**src/rtl/alu_sequencer.sv**
```systemverilog
// alu_sequencer
//   Command front-end for the 8-bit arithmetic datapath. It accepts one
//   operation per cmd handshake, executes it, and returns a registered result
//   with status flags over the rsp handshake. Add/sub/compare, the reserved
//   opcode and divide-by-zero finish in one cycle. Multiply (shift-add) and
//   divide (restoring) take WIDTH iterations, one per cycle.
//
// Ports
//   clk        in   single clock, all state on rising edge
//   rst        in   synchronous active-high reset
//   cmd_valid  in   command present
//   cmd_ready  out  block can accept a command (IDLE only)
//   cmd_op     in   0 ADD, 1 SUB, 2 MUL, 3 DIV, 4 reserved, 5 EQ, 6 GT, 7 LT
//   cmd_a      in   operand A (unsigned)
//   cmd_b      in   operand B (unsigned)
//   rsp_valid  out  result present (DONE only)
//   rsp_ready  in   consumer takes result
//   rsp_data   out  result, 2*WIDTH bits
//   rsp_flag   out  [0] zero, [1] carry/borrow/overflow, [2] error
//
// state | meaning
// ------+----------------------------------------------------------------
// IDLE  | cmd_ready=1, waiting for a command; op/a/b latched on handshake
// EXEC  | computing; one cycle, or WIDTH iterations for MUL / DIV b!=0
// DONE  | rsp_valid=1, result held until rsp_ready

module alu_sequencer #(
  parameter int WIDTH = 8
) (
  input  logic               clk,
  input  logic               rst,
  input  logic               cmd_valid,
  output logic               cmd_ready,
  input  logic [2:0]         cmd_op,
  input  logic [WIDTH-1:0]   cmd_a,
  input  logic [WIDTH-1:0]   cmd_b,
  output logic               rsp_valid,
  input  logic               rsp_ready,
  output logic [2*WIDTH-1:0] rsp_data,
  output logic [2:0]         rsp_flag
);

  localparam int CW = $clog2(WIDTH);

  localparam logic [2:0] OP_ADD = 3'd0;
  localparam logic [2:0] OP_SUB = 3'd1;
  localparam logic [2:0] OP_MUL = 3'd2;
  localparam logic [2:0] OP_DIV = 3'd3;
  localparam logic [2:0] OP_RSV = 3'd4;
  localparam logic [2:0] OP_EQ  = 3'd5;
  localparam logic [2:0] OP_GT  = 3'd6;
  localparam logic [2:0] OP_LT  = 3'd7;

  typedef enum logic [1:0] {
    IDLE = 2'd0,
    EXEC = 2'd1,
    DONE = 2'd2
  } state_t;

  state_t state;

  logic [2:0]         op_q;
  logic [WIDTH-1:0]   a_q;
  logic [WIDTH-1:0]   b_q;
  logic [CW-1:0]      iter_cnt;

  // Shift-add multiplier: multiplicand shifts left, multiplier shifts right.
  logic [2*WIDTH-1:0] mul_prod;
  logic [2*WIDTH-1:0] mul_mc;
  logic [WIDTH-1:0]   mul_mq;

  // Restoring divider: quotient register starts as the dividend and shifts
  // its MSB into the partial remainder each iteration.
  logic [WIDTH-1:0]   div_rem;
  logic [WIDTH-1:0]   div_quo;

  logic [2*WIDTH-1:0] mul_next;
  logic [WIDTH:0]     div_shift;
  logic               div_fit;
  logic [WIDTH-1:0]   div_rem_next;
  logic [WIDTH-1:0]   div_quo_next;

  logic               is_iter;
  logic               iter_last;
  logic [2*WIDTH-1:0] iter_data;
  logic               iter_cy;

  logic [WIDTH:0]     sum;
  logic [2*WIDTH-1:0] sc_data;
  logic               sc_cy;
  logic               sc_err;

  assign is_iter   = (op_q == OP_MUL) || ((op_q == OP_DIV) && (b_q != '0));
  assign iter_last = (iter_cnt == CW'(WIDTH - 1));

  always_comb begin
    mul_next     = mul_mq[0] ? (mul_prod + mul_mc) : mul_prod;
    div_shift    = {div_rem, div_quo[WIDTH-1]};
    div_fit      = (div_shift >= {1'b0, b_q});
    div_rem_next = div_fit ? WIDTH'(div_shift - {1'b0, b_q})
                           : div_shift[WIDTH-1:0];
    div_quo_next = {div_quo[WIDTH-2:0], div_fit};

    if (op_q == OP_MUL) begin
      iter_data = mul_next;
      iter_cy   = (mul_next[2*WIDTH-1:WIDTH] != '0);
    end else begin
      iter_data = {div_rem_next, div_quo_next};
      iter_cy   = 1'b0;
    end
  end

  always_comb begin
    sum     = {1'b0, a_q} + {1'b0, b_q};
    sc_data = '0;
    sc_cy   = 1'b0;
    sc_err  = 1'b0;
    case (op_q)
      OP_ADD: begin
        sc_data = {{WIDTH{1'b0}}, sum[WIDTH-1:0]};
        sc_cy   = sum[WIDTH];
      end
      OP_SUB: begin
        sc_data = {{WIDTH{1'b0}}, WIDTH'(a_q - b_q)};
        sc_cy   = (a_q < b_q);
      end
      OP_EQ:   sc_data = {{(2*WIDTH-1){1'b0}}, (a_q == b_q)};
      OP_GT:   sc_data = {{(2*WIDTH-1){1'b0}}, (a_q >  b_q)};
      OP_LT:   sc_data = {{(2*WIDTH-1){1'b0}}, (a_q <  b_q)};
      // Reserved opcode and divide-by-zero land here; MUL never does.
      OP_RSV, OP_DIV, OP_MUL: sc_err = 1'b1;
      default: sc_err = 1'b1;
    endcase
  end

  always_ff @(posedge clk) begin
    if (rst) begin
      state     <= IDLE;
      cmd_ready <= 1'b1;
      rsp_valid <= 1'b0;
      rsp_data  <= '0;
      rsp_flag  <= '0;
      iter_cnt  <= '0;
      op_q      <= '0;
      a_q       <= '0;
      b_q       <= '0;
      mul_prod  <= '0;
      mul_mc    <= '0;
      mul_mq    <= '0;
      div_rem   <= '0;
      div_quo   <= '0;
    end else begin
      case (state)
        IDLE: begin
          if (cmd_valid) begin
            op_q      <= cmd_op;
            a_q       <= cmd_a;
            b_q       <= cmd_b;
            iter_cnt  <= '0;
            mul_prod  <= '0;
            mul_mc    <= {{WIDTH{1'b0}}, cmd_a};
            mul_mq    <= cmd_b;
            div_rem   <= '0;
            div_quo   <= cmd_a;
            cmd_ready <= 1'b0;
            state     <= EXEC;
          end
        end

        EXEC: begin
          if (!is_iter) begin
            rsp_data  <= sc_data;
            rsp_flag  <= {sc_err, sc_cy, (sc_data == '0)};
            rsp_valid <= 1'b1;
            state     <= DONE;
          end else begin
            iter_cnt <= iter_cnt + 1'b1;
            mul_prod <= mul_next;
            mul_mc   <= {mul_mc[2*WIDTH-2:0], 1'b0};
            mul_mq   <= {1'b0, mul_mq[WIDTH-1:1]};
            div_rem  <= div_rem_next;
            div_quo  <= div_quo_next;
            if (iter_last) begin
              rsp_data  <= iter_data;
              rsp_flag  <= {1'b0, iter_cy, (iter_data == '0)};
              rsp_valid <= 1'b1;
              state     <= DONE;
            end
          end
        end

        DONE: begin
          if (rsp_ready) begin
            rsp_valid <= 1'b0;
            cmd_ready <= 1'b1;
            state     <= IDLE;
          end
        end

        default: begin
          state     <= IDLE;
          cmd_ready <= 1'b1;
          rsp_valid <= 1'b0;
        end
      endcase
    end
  end

endmodule

```
**config.mk**
```make
export PLATFORM = sky130hd
export DESIGN_NAME = alu_sequencer
export DESIGN_NICKNAME = d
export VERILOG_FILES = /design/src/rtl/alu_sequencer.sv
export SDC_FILE = /design/constraint.sdc
export NUM_CORES = 1
export LEC_CHECK = 0
export CORE_MARGIN = 4
export CORE_UTILIZATION = 40
export DETAILED_ROUTE_END_ITERATION = 16
export PLACE_DENSITY = 0.57
export SYNTH_ARGS = -nofsm -noshare
export SYNTH_HDL_FRONTEND = slang
export SYNTH_SLANG_ARGS = --single-unit
```
**constraint.sdc**
```tcl
create_clock -name clk -period 3.05 [get_ports clk]
set_input_delay 0.4575 -clock clk [delete_from_list [all_inputs] [get_ports clk]]
set_output_delay 0.4575 -clock clk [all_outputs]
set_load 0.03 [all_outputs]
```
After elaboration in Yosys (flattened, before gate mapping)
Index checks and enable logic that the tools add are counted.
Word-level totals
  bits in writable memories: 0
  logic and storage cells: 97
  input port bits: 23
  memories kept: 0
  bits in read-only memories: 0
  bits in registers: 101
  bits in latches: 0
  output and inout bits: 21
Operators by class
  muxes and demuxes: 41
  magnitude comparators: 3
  $mul: 0
  reductions and logical operators: 16
  bitwise gates (word level): 2
  shift operators: 0
  add/sub/neg operators: 5
  divide/modulo/power cells: 0
  equality and inequality tests: 16
Operator list (count)
  $mux W16: 8
  $pmux W16 S2: 2
  $mux W8: 7
  $pmux W8 S2: 3
  $pmux W8 S5: 1
  $logic_not A16 Y1: 2
  $add A16 B16 Y16: 1
  $reduce_bool A8 Y1: 2
  $sub A8 B8 Y8: 2
  $eq A3 B3 Y1 const B: 5
  $mux W3: 4
  $reduce_and A3 Y1: 4
  $add A8 B8 Y9: 1
  $ge A9 B8 Y1: 1
  $eq A8 B8 Y1: 1
  $gt A8 B8 Y1: 1
  $lt A8 B8 Y1: 1
  $mux W2: 4
  $mux W1: 7
  $eq A3 B2 Y1 const B: 2
  $ne A2 B2 Y1 const B: 3
  $pmux W1 S3: 2
  $pmux W2 S3: 1
  $pmux W3 S2: 1
  other kinds (15): 17

Longest topological paths before layout
  depth after elaboration: 6
  mapped depth: 13
  mapped depth without buffers: 13

Worst setup path after synthesis
No wires, ideal clock.
  path kind: register to register
  start point: register mul_prod[0]
  end point: register rsp_flag[0]
  data required time: 2.954 ns
  library setup time: 0.096 ns
  stages on the path, launching flop included: 12
  data arrival time: 2.519 ns
  setup slack: 0.435 ns
  path through: dfxtp_1 ha_1 fa_1 a21o_1 a22oi_1 nor2b_1 xnor2_1 a221oi_1 o2111ai_1 nor4b_2 nand4_1 o41ai_2
Between the ends
  longest elaborated chain between the ends: 6
RTL lines
  from (decl): RTL line 68  | logic [2*WIDTH-1:0] mul_prod;
  from (signal assigned): RTL line 178  | mul_prod <= mul_next;
  $add A16 B16 Y16: RTL line 97  | mul_next = mul_mq[0] ? (mul_prod + mul_mc) : mul_prod;
  $mux W16 (*): RTL line 97
  $mux W16 (*): RTL line 104  | if (op_q == OP_MUL) begin
  $logic_not A16 Y1 (*): RTL line 185  | rsp_flag <= {1'b0, iter_cy, (iter_data == '0)};
  $mux W3 (*): RTL line 183  | if (iter_last) begin
  $mux W3 (*): RTL line 171  | if (!is_iter) begin
  to (signal assigned): RTL line 173  | rsp_flag <= {sc_err, sc_cy, (sc_data == '0)};
  to (signal assigned): RTL line 185
  to (decl): RTL line 40  | output logic [2:0] rsp_flag
Every way passes the cells marked *; elsewhere a longest branch is shown, timed or not. The select of a mux whose other input is x is not followed.
A chain may end at the register's enable or synchronous reset.

Worst setup path in the final report
  start point: register b_q[0]
  end point: register rsp_flag[0]
Between the ends
  longest elaborated chain between the ends: 6
RTL lines
  from (decl): RTL line 64  | logic [WIDTH-1:0] b_q;
  from (signal assigned): RTL line 158  | b_q <= cmd_b;
  $sub A8 B8 Y8 / $ge A9 B8 Y1 (equally long branches): RTL line 100, 99
  $mux W8: RTL line 100  | div_rem_next = div_fit ? WIDTH'(div_shift - {1'b0, b_q})
  $mux W16: RTL line 104
  $logic_not A16 Y1: RTL line 185
  $mux W3: RTL line 183
  $mux W3: RTL line 171
Parallel ways exist; a longest one is shown, timed or not. The select of a mux whose other input is x is not followed.

==> results.md <==
* First-pass GRT wire length at 32.4 mm
* CTS tree: built
* Post-synth EDFFs at 0
* ANT cells at 0
* Final setup fails at 0
* Number of global-route vias before repair at 6041
* Final hold vios at 0
* Buffer depth of the longest clock path at 2
* Synth Instances at 854
* Routed WL at 20.1 mm
* Fmax at 350 MHz
* Final Cycle Share at 93.6%
* Clock Latency Late Sink at 350 ps
* CTS buffer count at 9
* RSZ-0062 raised after global routing: false
* Io pins at 44
* Slowest cell on the critical path: dfxtp_1
* Max-Cap Viols at 0
* Via density at 5.67
* Post-synthesis adder-cell area fraction at 9.20%
* Crit-path max cell delay at 420 ps
* Switch Pwr at 1.14 mW
* Worst min path class: register to register
* Synth Area in Compound Gates at 24.2%
* Comb power frac at 24.9%
* VDD IR max at 0.277 mV
* Routed Antenna Nets at 0
* Core Region at 0.0158 mm2
* Switching Fraction at 32.1%
* CTS H-tree lvls at 3
* Via count at 6224
* Yosys reg bits at 101
* Ys Warns at 0
* Arrival time worst endpoint at 3120 ps
* Initial core utilization at 40.7%
* Fin util at 47.1%
* Status: finished, final reports clean
* Reg clk slew, reported paths at 70 ps
* Worst path bufs/invs at 1
* Avg WL per Cell at 18.3 um
* Yosys cell types at 65
* GRT Util Overall at 22.4%
* Global placement routability congestion at 0.915
* Largest family of logic cells by synthesized area: simple AND/OR/NAND/NOR gates
* Headroom to the max-slew limit at 42.2%
* I/O Buffers at 43
* Clk pwr share at 34.0%
* Most common cell after layout, fill and taps aside: nand2_1
* Clock Skew at 6.67 ps
* Final HPWL DP at 14.8 mm
* Worst-margin pin slew at 864 ps
* Post-Syn Area at 0.00645 mm2
* Setup crit start kind: register
* Initial antenna violation count at 0
* CP Capture Type: register
* Ys async rst share at 0%
* Drt pass-1 iters at 5
* Total number of placement rows at 46
* Fin nets at 946
* Largest net degree at the start of global routing at 75
* Crit-path leading delay family: compound AO/OA/AOI/OAI gates
* Final Max Slew Viols at 0
* Layout cell share with drive strength beyond 1 at 7.94%
* Leakage at 2.87 nW
* Post-synthesis mux area share at 2.56%
* Clock root buffer: clkbuf_16
* Synth Area in Simple Gates at 25.1%
* First DRT Iteration DRCs at 430
* P_int at 2.40 mW
* CP Max Fanout at 5
* Die Span Y at 135 um
* Most used cell, CP: a21o_1
* Cells along the critical path: ha_1 > inv_1 > fa_1 > a21o_1 > a21o_1 > a2111oi_2 > nor4_1 > o21ai_1 > o2111ai_1 > o31ai_1 > nand2b_1 > o41ai_2
* Most frequent cells in the layout: nand2_1 (123), nor2_1 (105), dfxtp_1 (101), a21oi_1 (84), clkdlybuf4s50_1 (42)
* P&R area growth vs syn at 15.5%
* Die ar. at 0.0182 mm2
* Cts hold-fix bufs at 0
* Sequential Power Share at 41.1%
* Setup TNS at 0 ps
* Sequential area share after synthesis at 31.4%
* Top FF cell, synth: dfxtp_1
* DIE WIDTH at 135 um
* Drt drc at 0
* Clock sinks at 101
* Syn Nets at 922
* Fill cells at 1602
* PD cells at 476 mW/mm2
* GRT overflow at 0
* Crit path time final at 2850 ps
* Crit Path Class: register to register
* Synth Area in XOR/XNOR at 2.58%
* Worst EP required at 3310 ps
* Syn avg cell area at 7.55 um2
## tightest hold or removal path, stage by stage, from the launching register on
cell     delay [ps]
dfxtp_1         310
nand2_1          50
a21oi_1          50
## metrics by stage
stage | cell area [um2] | hold slack (ps) | worst slack, ps | std cells | power (mW)
final | 7450 | 455 | 196 | 1098 | 3.54
after global routing | 7450 | 482 | 3.65 | 1098 | 3.72
after CTS | 7400 | 457 | 82.5 | 1097 | 3.55
after detailed placement | 7090 | 449 | 114 | 1082 | 2.35
after global placement | 7090 | 444 | 188 | 1082 | 2.34
after floorplan | 6450 | 436 | 435 | 854 | 2.05
## timing repair
item                                    in CTS  in global routing
buffers inserted                             0                  1
endpoints found under the setup margin       0                  1
resized for setup                            0                 10
## cell families (layout without fill, tap and decap cells)
logic type,Yosys count,in the layout
AO/OA/AOI/OAI,243,243
buffers and inverters,74,102
AND/OR/NAND/NOR,356,356
multiplexers,16,16
XOR/XNOR,19,19
adder cells (fa/ha/maj),45,45
flip-flops,101,101
## final timing paths
kind                start      endpoint  slack, ps  cells after the start
max                b_q[0]   rsp_flag[0]        200                     12
min          rsp_data[15]  rsp_data[15]        460                      2
max reg2reg        b_q[0]   rsp_flag[0]        200                     12
min reg2reg  rsp_data[15]  rsp_data[15]        460                      2
## registers in the layout, indices dropped and copies added (netlist names), 2 cells and up
| signal | flops |
|---|---|
| mul_prod | 16 |
| state | 2 |
| a_q | 8 |
| rsp_data | 16 |
| rsp_flag | 3 |
| div_quo | 8 |
| mul_mc | 16 |
| iter_cnt | 3 |
| op_q | 3 |
| b_q | 8 |
| mul_mq | 8 |
| div_rem | 8 |
## synthesized netlist by cell type, types with 7 or more instances
cell type / n / area, um2
a21oi_1: 85 / 425
o21ai_0: 24 / 120
and2_1: 10 / 62.6
nand3_1: 34 / 170
ha_1: 41 / 513
and3_1: 8 / 50.1
clkbuf_1: 40 / 150
a21o_1: 12 / 90.1
dfxtp_1: 101 / 2020
nor2_1: 106 / 398
xnor2_1: 13 / 114
o21ai_1: 10 / 50.1
nor2b_1: 12 / 75.1
mux2i_1: 12 / 120
a211oi_1: 26 / 195
buf_2: 9 / 45.0
inv_1: 16 / 60.1
a311oi_1: 9 / 78.8
o211ai_1: 7 / 52.6
nor3_1: 24 / 120
nand2b_1: 11 / 68.8
nand2_1: 123 / 462
a31oi_1: 24 / 150
## routing by layer
metal,global-route usage [%],up-vias,routed length (um),part of all wire [%]
met5,0,-,0,0
met4,5.77,0,313,1.6
met3,3.99,23,1170,5.8
met2,35.6,160,9250,46
met1,31.4,2950,9340,47
li1,-,3091,-,-
## final cells by class
cell class                 instances  area (um2)  area share, %
timing repair buffer              69         636           8.53
tap                              216         270           3.63
multi-input combinational        679        4150           55.7
clock buffer                      11         253           3.39
inverter                          18        67.6          0.907
sequential                       101        2020           27.1
clock inverter                     4        55.1          0.739
## power groups by stage
stage / clock, mW / combinational, mW / sequential [mW]
3_5_place_dp: 0 / 0.863 / 1.49
4_1_cts: 1.23 / 0.867 / 1.46
6_report: 1.20 / 0.884 / 1.46
2_1_floorplan: 0 / 0.565 / 1.49
5_1_grt: 1.29 / 0.970 / 1.46
3_3_place_gp: 0 / 0.857 / 1.48
No activity file was read; power rests on OpenSTA's default activity.
